`config.mk`:
```
export PLATFORM = sky130hd
export DESIGN_NAME = lpif_online_sequencer_flat
export DESIGN_NICKNAME = d
export VERILOG_FILES = /design/src/rtl/lpif_online_sequencer_pkg.sv /design/src/rtl/lpif_online_sequencer_if.sv /design/src/rtl/lpif_online_sequencer_dly_cnt.sv /design/src/rtl/lpif_online_sequencer.sv /design/src/flat_wrapper.sv
export SDC_FILE = /design/constraint.sdc
export NUM_CORES = 1
export LEC_CHECK = 0
export CORE_ASPECT_RATIO = 1.75
export CORE_MARGIN = 2
export CORE_UTILIZATION = 42
export CTS_CLUSTER_SIZE = 40
export DETAILED_ROUTE_END_ITERATION = 16
export GPL_TIMING_DRIVEN = 0
export PLACE_DENSITY = 0.86
export SYNTH_ARGS = -nofsm -noshare
export SYNTH_HDL_FRONTEND = slang
export SYNTH_SLANG_ARGS = --single-unit
```
`constraint.sdc`:
```
create_clock -name clk_wr -period 2.9 [get_ports clk_wr]
set_input_delay 0.435 -clock clk_wr [delete_from_list [all_inputs] [get_ports clk_wr]]
set_output_delay 0.435 -clock clk_wr [all_outputs]
set_load 0.02 [all_outputs]
```
`src/rtl/lpif_online_sequencer_pkg.sv`:
```
// Shared definitions for the LPIF online sequencer: state encoding and
// debug status layout.
package lpif_seq_pkg;

    typedef enum logic [3:0] {
        ST_IDLE    = 4'd0,
        ST_DLY_Y   = 4'd1,
        ST_DLY_Z   = 4'd2,
        ST_TX_UP   = 4'd3,
        ST_LINK_UP = 4'd4
    } seq_state_e;

    // Bit offsets of the fields inside seq_debug_status
    localparam int unsigned STAT_STATE_LSB = 0;
    localparam int unsigned STAT_DROP_LSB  = 8;
    localparam int unsigned STAT_CNT_LSB   = 16;

    // Assemble {counter, drop_count, 4'h0, state}
    function automatic logic [31:0] pack_status(input logic [15:0] cnt,
                                                input logic [7:0]  drops,
                                                input logic [3:0]  st);
        logic [31:0] s;
        s = '0;
        s[STAT_CNT_LSB   +: 16] = cnt;
        s[STAT_DROP_LSB  +: 8]  = drops;
        s[STAT_STATE_LSB +: 4]  = st;
        return s;
    endfunction

endpackage

```
`src/rtl/lpif_online_sequencer_if.sv`:
```
// Link handshake bundle between the LPIF adapter side and the sequencer.
interface lpif_online_sequencer_if;
    logic       tx_online;
    logic       rx_online;
    logic [3:0] dstrm_valid_in;
    logic       tx_online_delay;
    logic       rx_online_delay;
    logic       link_up;
    logic [3:0] dstrm_valid_out;

    // Adapter / environment side
    modport master (
        output tx_online, rx_online, dstrm_valid_in,
        input  tx_online_delay, rx_online_delay, link_up, dstrm_valid_out
    );

    // Sequencer side
    modport slave (
        input  tx_online, rx_online, dstrm_valid_in,
        output tx_online_delay, rx_online_delay, link_up, dstrm_valid_out
    );
endinterface

```
`src/rtl/lpif_online_sequencer_dly_cnt.sv`:
```
// 16-bit loadable down-counter with a zero flag for the dwell delays.
module lpif_seq_dly_cnt (
    input  logic        clk_wr,
    input  logic        rst_wr_n,
    input  logic        load,
    input  logic [15:0] load_value,
    input  logic        dec,
    output logic [15:0] count,
    output logic        zero
);

    // Load has priority over decrement; reset clears the count
    always_ff @(posedge clk_wr) begin
        if (!rst_wr_n)
            count <= '0;
        else if (load)
            count <= load_value;
        else if (dec)
            count <= count - 16'd1;
    end

    assign zero = (count == 16'd0);

endmodule

```
`src/rtl/lpif_online_sequencer.sv`:
```
// LPIF online sequencer: brings TX up after Y/Z dwell, then waits for RX
// to be stable for X cycles before declaring link_up.
module lpif_online_sequencer
    import lpif_seq_pkg::*;
(
    input  logic                    clk_wr,
    input  logic                    rst_wr_n,
    lpif_online_sequencer_if.slave  lnk,
    input  logic [15:0]             delay_x_value,
    input  logic [15:0]             delay_y_value,
    input  logic [15:0]             delay_z_value,
    input  logic [3:0]              tx_mrk_userbit,
    input  logic                    tx_stb_userbit,
    output logic [3:0]              tx_auto_mrk_userbit,
    output logic                    tx_auto_stb_userbit,
    output logic [31:0]             seq_debug_status
);

    seq_state_e  state, state_nxt;
    logic        cnt_load, cnt_dec, cnt_zero;
    logic [15:0] cnt_load_value, cnt;
    logic [7:0]  drop_count;
    logic        tx_online_q, link_up_q;

    lpif_seq_dly_cnt u_dly_cnt (
        .clk_wr     (clk_wr),
        .rst_wr_n   (rst_wr_n),
        .load       (cnt_load),
        .load_value (cnt_load_value),
        .dec        (cnt_dec),
        .count      (cnt),
        .zero       (cnt_zero)
    );

    // State register
    always_ff @(posedge clk_wr) begin
        if (!rst_wr_n)
            state <= ST_IDLE;
        else
            state <= state_nxt;
    end

    // Next-state and counter control; tx_online loss overrides everything
    always_comb begin
        state_nxt      = state;
        cnt_load       = 1'b0;
        cnt_load_value = '0;
        cnt_dec        = 1'b0;
        if (!lnk.tx_online) begin
            state_nxt = ST_IDLE;
            cnt_load  = 1'b1;
        end else begin
            unique case (state)
                ST_IDLE: begin
                    state_nxt      = ST_DLY_Y;
                    cnt_load       = 1'b1;
                    cnt_load_value = delay_y_value;
                end
                ST_DLY_Y: begin
                    if (cnt_zero) begin
                        state_nxt      = ST_DLY_Z;
                        cnt_load       = 1'b1;
                        cnt_load_value = delay_z_value;
                    end else begin
                        cnt_dec = 1'b1;
                    end
                end
                ST_DLY_Z: begin
                    if (cnt_zero) begin
                        state_nxt      = ST_TX_UP;
                        cnt_load       = 1'b1;
                        cnt_load_value = delay_x_value;
                    end else begin
                        cnt_dec = 1'b1;
                    end
                end
                ST_TX_UP: begin
                    if (!lnk.rx_online) begin
                        cnt_load       = 1'b1;
                        cnt_load_value = delay_x_value;
                    end else if (cnt_zero) begin
                        state_nxt = ST_LINK_UP;
                    end else begin
                        cnt_dec = 1'b1;
                    end
                end
                ST_LINK_UP: begin
                    if (!lnk.rx_online) begin
                        state_nxt      = ST_TX_UP;
                        cnt_load       = 1'b1;
                        cnt_load_value = delay_x_value;
                    end
                end
                default: begin
                    state_nxt = ST_IDLE;
                    cnt_load  = 1'b1;
                end
            endcase
        end
    end

    // Output flops decoded from the next state so they line up with state
    always_ff @(posedge clk_wr) begin
        if (!rst_wr_n) begin
            tx_online_q         <= 1'b0;
            link_up_q           <= 1'b0;
            tx_auto_mrk_userbit <= '0;
            tx_auto_stb_userbit <= 1'b0;
        end else begin
            tx_online_q <= (state_nxt == ST_TX_UP) || (state_nxt == ST_LINK_UP);
            link_up_q   <= (state_nxt == ST_LINK_UP);
            if ((state_nxt == ST_DLY_Z) || (state_nxt == ST_TX_UP) ||
                (state_nxt == ST_LINK_UP)) begin
                tx_auto_mrk_userbit <= tx_mrk_userbit;
                tx_auto_stb_userbit <= tx_stb_userbit;
            end else begin
                tx_auto_mrk_userbit <= '0;
                tx_auto_stb_userbit <= 1'b0;
            end
        end
    end

    // Saturating count of exits from LINK_UP
    always_ff @(posedge clk_wr) begin
        if (!rst_wr_n)
            drop_count <= '0;
        else if ((state == ST_LINK_UP) && (state_nxt != ST_LINK_UP) &&
                 (drop_count != 8'hFF))
            drop_count <= drop_count + 8'd1;
    end

    assign lnk.tx_online_delay = tx_online_q;
    assign lnk.rx_online_delay = link_up_q;
    assign lnk.link_up         = link_up_q;
    assign lnk.dstrm_valid_out = lnk.dstrm_valid_in & {4{link_up_q}};
    assign seq_debug_status    = pack_status(cnt, drop_count, state);

endmodule

```
`src/flat_wrapper.sv`:
```
// flat-port wrapper written by rule: the top's interface ports become plain ports
module lpif_online_sequencer_flat import lpif_seq_pkg::*;
  (clk_wr, rst_wr_n, delay_x_value, delay_y_value, delay_z_value, tx_mrk_userbit, tx_stb_userbit, tx_auto_mrk_userbit, tx_auto_stb_userbit, seq_debug_status, lnk_tx_online, lnk_rx_online, lnk_dstrm_valid_in, lnk_tx_online_delay, lnk_rx_online_delay, lnk_link_up, lnk_dstrm_valid_out);
  lpif_online_sequencer_if lnk_i ();
  input  logic clk_wr;
  input  logic rst_wr_n;
  input  logic [15:0] delay_x_value;
  input  logic [15:0] delay_y_value;
  input  logic [15:0] delay_z_value;
  input  logic [3:0] tx_mrk_userbit;
  input  logic tx_stb_userbit;
  output logic [3:0] tx_auto_mrk_userbit;
  output logic tx_auto_stb_userbit;
  output logic [31:0] seq_debug_status;
  input wire logic [$bits(lnk_i.tx_online)-1:0] lnk_tx_online;
  input wire logic [$bits(lnk_i.rx_online)-1:0] lnk_rx_online;
  input wire logic [$bits(lnk_i.dstrm_valid_in)-1:0] lnk_dstrm_valid_in;
  output wire logic [$bits(lnk_i.tx_online_delay)-1:0] lnk_tx_online_delay;
  output wire logic [$bits(lnk_i.rx_online_delay)-1:0] lnk_rx_online_delay;
  output wire logic [$bits(lnk_i.link_up)-1:0] lnk_link_up;
  output wire logic [$bits(lnk_i.dstrm_valid_out)-1:0] lnk_dstrm_valid_out;
  assign lnk_i.tx_online = lnk_tx_online;
  assign lnk_i.rx_online = lnk_rx_online;
  assign lnk_i.dstrm_valid_in = lnk_dstrm_valid_in;
  assign lnk_tx_online_delay = lnk_i.tx_online_delay;
  assign lnk_rx_online_delay = lnk_i.rx_online_delay;
  assign lnk_link_up = lnk_i.link_up;
  assign lnk_dstrm_valid_out = lnk_i.dstrm_valid_out;
  lpif_online_sequencer u_core (.clk_wr(clk_wr), .rst_wr_n(rst_wr_n), .lnk(lnk_i), .delay_x_value(delay_x_value), .delay_y_value(delay_y_value), .delay_z_value(delay_z_value), .tx_mrk_userbit(tx_mrk_userbit), .tx_stb_userbit(tx_stb_userbit), .tx_auto_mrk_userbit(tx_auto_mrk_userbit), .tx_auto_stb_userbit(tx_auto_stb_userbit), .seq_debug_status(seq_debug_status));
endmodule
```
== Word level (Yosys, flattened, before mapping) ==
Index checks and enable logic that the tools add are counted.

* Flip-flop bits (word level): 35
* Memories kept: 0
* Bits in read-only memories: 0
* Output and inout port bits: 44
* Memory bits (writable): 0
* Latch bits: 0
* Word-level logic and storage cells: 52

* Order comparisons: 0
* Muxes and demuxes: 22
* Eq/ne operators: 9
* Divide/modulo/power cells: 0
* Shift-type cells: 0
* $mul: 0
* Add/sub/neg operators: 2
* Reductions and logical operators: 11
* Bitwise operators: 1

{| class="wikitable"
|+ Operators with widths
! cell !! number
|-
| 16-bit two-way mux || 6
|-
| 16-bit case mux with 4 select lines || 1
|-
| 4-bit two-way mux || 6
|-
| 4-bit case mux with 5 select lines || 1
|-
| 4-bit by 2-bit equality test with 1-bit output, second input constant || 4
|-
| 16-bit logical NOT || 1
|-
| 16-bit by 1-bit subtractor with 16-bit output, second input constant || 1
|-
| 8-bit by 1-bit adder with 8-bit output, second input constant || 1
|-
| 4-bit by 3-bit equality test with 1-bit output, second input constant || 2
|-
| 8-bit inequality test, second input constant || 1
|-
| 1-bit two-way mux || 6
|-
| 4-bit bitwise AND || 1
|-
| 4-bit by 1-bit equality test with 1-bit output, second input constant || 1
|-
| 4-bit logical NOT || 1
|-
| 4-bit by 3-bit inequality test with 1-bit output, second input constant || 1
|-
| 1-bit case mux with 2 select lines || 2
|-
| 2-bit OR reduction || 2
|-
| 1-bit logical OR || 3
|-
| 1-bit logical AND || 2
|-
| 2-bit AND reduction || 1
|-
| 2-bit nonzero test || 1
|}

== Depth between registers and ports, before layout ==
* Depth after elaboration: 9
* Mapped depth: 11
* Depth with buffers taken out: 8

== Hierarchy ==
Synthesis repeated with hierarchy kept, for this count alone.

* Cells, all modules: 269
* Area, all modules: 2245.9 sq um

{| class="wikitable"
|+ By module, submodules not included
! module !! cells each !! area each (sq um) !! times used
|-
| lpif_online_sequencer || 169 || 1363.8 || 1
|-
| lpif_seq_dly_cnt || 100 || 882.1 || 1
|}

== Worst setup path after synthesis ==
OpenSTA, ideal clock, no wires.

* Kind: flip-flop to flip-flop
* Start: register u_core.u_dly_cnt.count[0]
* End: register u_core.u_dly_cnt.count[11]
* Data required time: 2781 ps
* Path slack: 674 ps
* Clock period less this slack: 2226 ps
* Data arrival time: 2108 ps
* Stages on the path, launching flop included: 12
* Path through: dfxtp_1 -> inv_1 -> ha_1 -> nor3b_1 -> and4_1 -> buf_4 -> and2_1 -> buf_2 -> buf_6 -> a22oi_1 -> a21oi_1 -> o221a_1

* Longest elaborated chain between the ends: 6
* Elaborated cells between the ends (all ways): 16
* Those cells by class: add/sub: 1; mux: 13; reduce/logical: 2

{| class="wikitable"
|+ RTL lines
! item !! line !! text
|-
| start: declaration || lpif_online_sequencer_dly_cnt.sv:8 || <nowiki>output logic [15:0] count,</nowiki>
|-
| start signal: assignment || lpif_online_sequencer_dly_cnt.sv:17 || <nowiki>count <= load_value;</nowiki>
|-
| start signal: assignment || lpif_online_sequencer_dly_cnt.sv:19 || <nowiki>count <= count - 16'd1;</nowiki>
|-
| branches (longest 6 deep; another with 16-bit by 1-bit subtractor with 16-bit output) || - ||
|}

Parallel ways; which one is timed is not known. The select of a mux whose other input is x is not followed.
A chain may end at the register's enable or synchronous reset.

== Worst setup path in the final report ==
* Start: register u_core.u_dly_cnt.count[0]
* End: register u_core.u_dly_cnt.count[2]

Same word-level chain as after synthesis.

==> flow_summary.toml <==
[final_layout]
n_fill_cell = 450
area_growth_pct = 53.5
antenna_cells = 0
layout-drive-gt1-share = 0.0923
fin_nets = 453

[sta]
fmax_ghz = 0.410
setup_ws_ns = 0.461
relSlewSlack = 0.378
setup_tns_ns = 0
min_period_ns = 2.44
clock_skew_ns = 0.00679
rsz0062_at_grt = "false"
min_period_over_period = 0.841
finalHoldViolCount = 0
setup_viol = 0
drv_slew = 0
tightest_slew_ns = 0.925

[clock_network]
clk_latency_ns = 0.30
cts_setup_buffers = 0
cts_resized = 0
cts_tree = "built"
postCtsHoldBufs = 0
clkTransAtPathRegs_ns = 0.08
cts.sinks = 35
numCtsBuffers = 5
h-tree-depth = 2
clockRootBuffer = "clkbuf_8"
clk_path_buf_depth = 2

[floorplan]
dieArea_mm2 = 0.00604
rows = 35
coreArea_mm2 = 0.00526
io_pins = 105
start_util = 0.433
die_y_um = 101
fp.dieW_um = 59.6

[worst_setup_path]
cp.required_ns = 3.07
slowest_delay_ns = 0.68
timing.rr.end = "u_core.u_dly_cnt.count[2]$_SDFFE_PN0P_"
reg2reg_from = "u_core.u_dly_cnt.count[0]$_SDFFE_PN0P_"
critPathLaunchType = "register"
critical_path_class = "reg -> reg"
r2r_setup_slack_ns = 0.46
critical-path-slowest-cell = "o21ai_1"
worstPathArrival_ns = 2.61
critPathMaxFanout = 9
reg2regPathDepth = 8
cp-end-kind = "register"
worstPathCellList = "inv_1 > ha_1 > nor3b_1 > nand4_1 > a31oi_1 > o21ai_1 > o32a_1 > o32ai_2"

[routing]
antenna_left = 0
drt-total-wl_um = 7060
wl_met1_um = 2520
met3_wirelength_um = 432
drtPass1Iterations = 4
vias = 2541
drc_errors = 0
wire_per_inst_um = 15.9
initialDrtViolationCount = 95
vias_per_cell = 5.71
maxUsedRoutingLayer = "met4"
dr_wl_met2_um = 3900

[synth]
syn-mean-instance-area_um2 = 8.15
yosys.area.top_type_share = 0.308
yosysWarnings = 0
syn-cell-area_mm2 = 0.00227
yosys.area.top_type = "dfxtp_1"
synth_edf_count = 0
synth-compound-area-share = 0.276
async_reset_ff_frac = 0
synthAdderAreaFrac = 0.0165
synth_mux_area_frac = 0.00440
ys_seq_area_frac = 0.308
synthFlopType = "dfxtp_1"
ys_seq_elements = 35
synth_top_family_by_area = "compound AO/OA/AOI/OAI gates"
syn-instance-count = 279
yosysUniqueCellTypes = 58
synth-simple-area-share = 0.265
synth_xor_area_frac = 0.0578
synth.area.top_cells = "dfxtp_1 (31%), a21oi_1 (5.7%), nand2_1 (5.1%), a22oi_1 (4.3%), xor2_1 (3.9%)"

[global_route]
grt_antenna_before_repair = 0
globalRouteTotalUtil = 0.236
grt-ovfl-total = 0
grt_pass1_vias = 2521
grt_pass1_wl_um = 11200
grt_max_degree = 13

[power]
combPwrFrac = 0.193
switching_share = 0.242
peakVddDrop_mv = 0.325
leakagePower_nw = 1.34
power_density_mw_per_mm2 = 365
power_frac_seq = 0.389
intPower_uw = 965
p_switching_uw = 309
clkPwrFrac = 0.418

[hold_path]
min_path_type = "in -> reg"
hold_end = "u_core.u_dly_cnt.count[3]$_SDFFE_PN0P_"
hold_depth = 2
hp-start = "rst_wr_n"

[placed_design]
gp_congestion = 0.832
dp_slack_ns = 0.231
hpwl_um = 5540
portBuffers = 99

[run_status]
outcome = "complete, no violations"

[job]
drv_cap = 0
-- sequential cells by signal, summed over array words and instances (netlist names) --
register / flops
u_core.state: 4
u_core.u_dly_cnt.count: 16
u_core.drop_count: 8
u_core.lnk.link_up: 1
u_core.tx_auto_stb_userbit: 1
u_core.tx_auto_mrk_userbit: 4
u_core.lnk.tx_online_delay: 1
-- cells in the final DEF (no fill, tap or decap), types with 8 or more instances in the layout --
cell type,synthesis,final
o21ai_1,9,9
a22oi_1,13,13
inv_1,8,8
nor2_1,17,17
dfxtp_1,35,35
and2_1,13,13
xor2_1,10,10
a21oi_1,26,26
clkdlybuf4s50_1,0,99
nand2_1,31,31
-- power groups by stage --
| stage | sequential, mW | clock [mW] | combinational [mW] |
|---|---|---|---|
| final | 0.496 | 0.533 | 0.245 |
| after global routing | 0.497 | 0.553 | 0.266 |
| after CTS | 0.495 | 0.540 | 0.245 |
| after detailed placement | 0.507 | 0 | 0.243 |
| after global placement | 0.507 | 0 | 0.238 |
| after floorplan | 0.513 | 0 | 0.115 |
-- critical path: cells and delay by family (launching register included) --
| family | cells | cell delay [ns] |
|---|---|---|
| buffers and inverters | 1 | 0.10 |
| DFF | 1 | 0.42 |
| adders and majority gates | 1 | 0.20 |
| AOI/OAI and AO/OA | 4 | 1.23 |
| and+or+nand+nor | 2 | 0.36 |
-- logic make-up after synthesis --
family	count (synthesis)
other	1
DFF	35
AOI/OAI and AO/OA	88
muxes	1
buffers and inverters	29
xor gates and xnor gates	15
adders and majority gates	3
and+or+nand+nor	107
-- area by class of cell --
type                            instances  area [µm²]  area share
Clock inverter                          3        67.6      0.0193
Tap cell                               55        68.8      0.0197
Sequential cell                        35         701       0.201
Multi-Input combinational cell        219        1430       0.410
Clock buffer                            5        68.8      0.0197
Timing Repair Buffer                   99         991       0.284
Inverter                                8        30.0     0.00860
Buffer                                 21         133      0.0380
-- worst max path at each step --
| stage | start | endpoint | slack [ns] | depth (start not counted) |
|---|---|---|---|---|
| 2_1_floorplan | u_core.u_dly_cnt.count[0]$_SDFFE_PN0P_ | u_core.u_dly_cnt.count[11]$_SDFFE_PN0P_ | 0.67 | 11 |
| 3_3_place_gp | u_core.state[0]$_SDFF_PN0_ | u_core.u_dly_cnt.count[11]$_SDFFE_PN0P_ | 0.29 | 6 |
| 6_report | u_core.u_dly_cnt.count[0]$_SDFFE_PN0P_ | u_core.u_dly_cnt.count[2]$_SDFFE_PN0P_ | 0.46 | 8 |
| 5_1_grt | u_core.u_dly_cnt.count[0]$_SDFFE_PN0P_ | u_core.u_dly_cnt.count[2]$_SDFFE_PN0P_ | 0.34 | 8 |
| 4_1_cts | u_core.state[0]$_SDFF_PN0_ | u_core.u_dly_cnt.count[11]$_SDFFE_PN0P_ | 0.20 | 6 |
| 3_5_place_dp | u_core.state[0]$_SDFF_PN0_ | u_core.u_dly_cnt.count[11]$_SDFFE_PN0P_ | 0.23 | 6 |
-- cell usage after synthesis, types with 6 or more instances --
| cell type | count |
|---|---|
| a21oi_1 | 26 |
| a22oi_1 | 13 |
| and2_1 | 13 |
| buf_4 | 7 |
| clkbuf_1 | 6 |
| dfxtp_1 | 35 |
| inv_1 | 8 |
| nand2_1 | 31 |
| nor2_1 | 17 |
| o21a_1 | 6 |
| o21ai_1 | 9 |
| o221a_1 | 6 |
| xor2_1 | 10 |
-- per-stage QoR --
| stage | cell area [µm²] | hold WS [ns] | utilization | cells | total power, mW |
|---|---|---|---|---|---|
| after floorplan | 2290 | 0.557 | - | 283 | 0.628 |
| after global placement | 3350 | 0.515 | 0.637 | 437 | 0.744 |
| after detailed placement | 3350 | 0.522 | 0.637 | 437 | 0.750 |
| after CTS | 3490 | 0.510 | 0.663 | 445 | 1.28 |
| after global routing | 3490 | 0.529 | 0.665 | 445 | 1.32 |
| final | 3490 | 0.514 | 0.665 | 445 | 1.27 |
-- metal layers --
layer | GRT usage | vias up
met5 | 0 | -
met2 | 0.442 | 99
met1 | 0.227 | 1195
li1 | - | 1227
met4 | 0.130 | 0
met3 | 0.0524 | 20
Power figures use the tool's default switching activity.
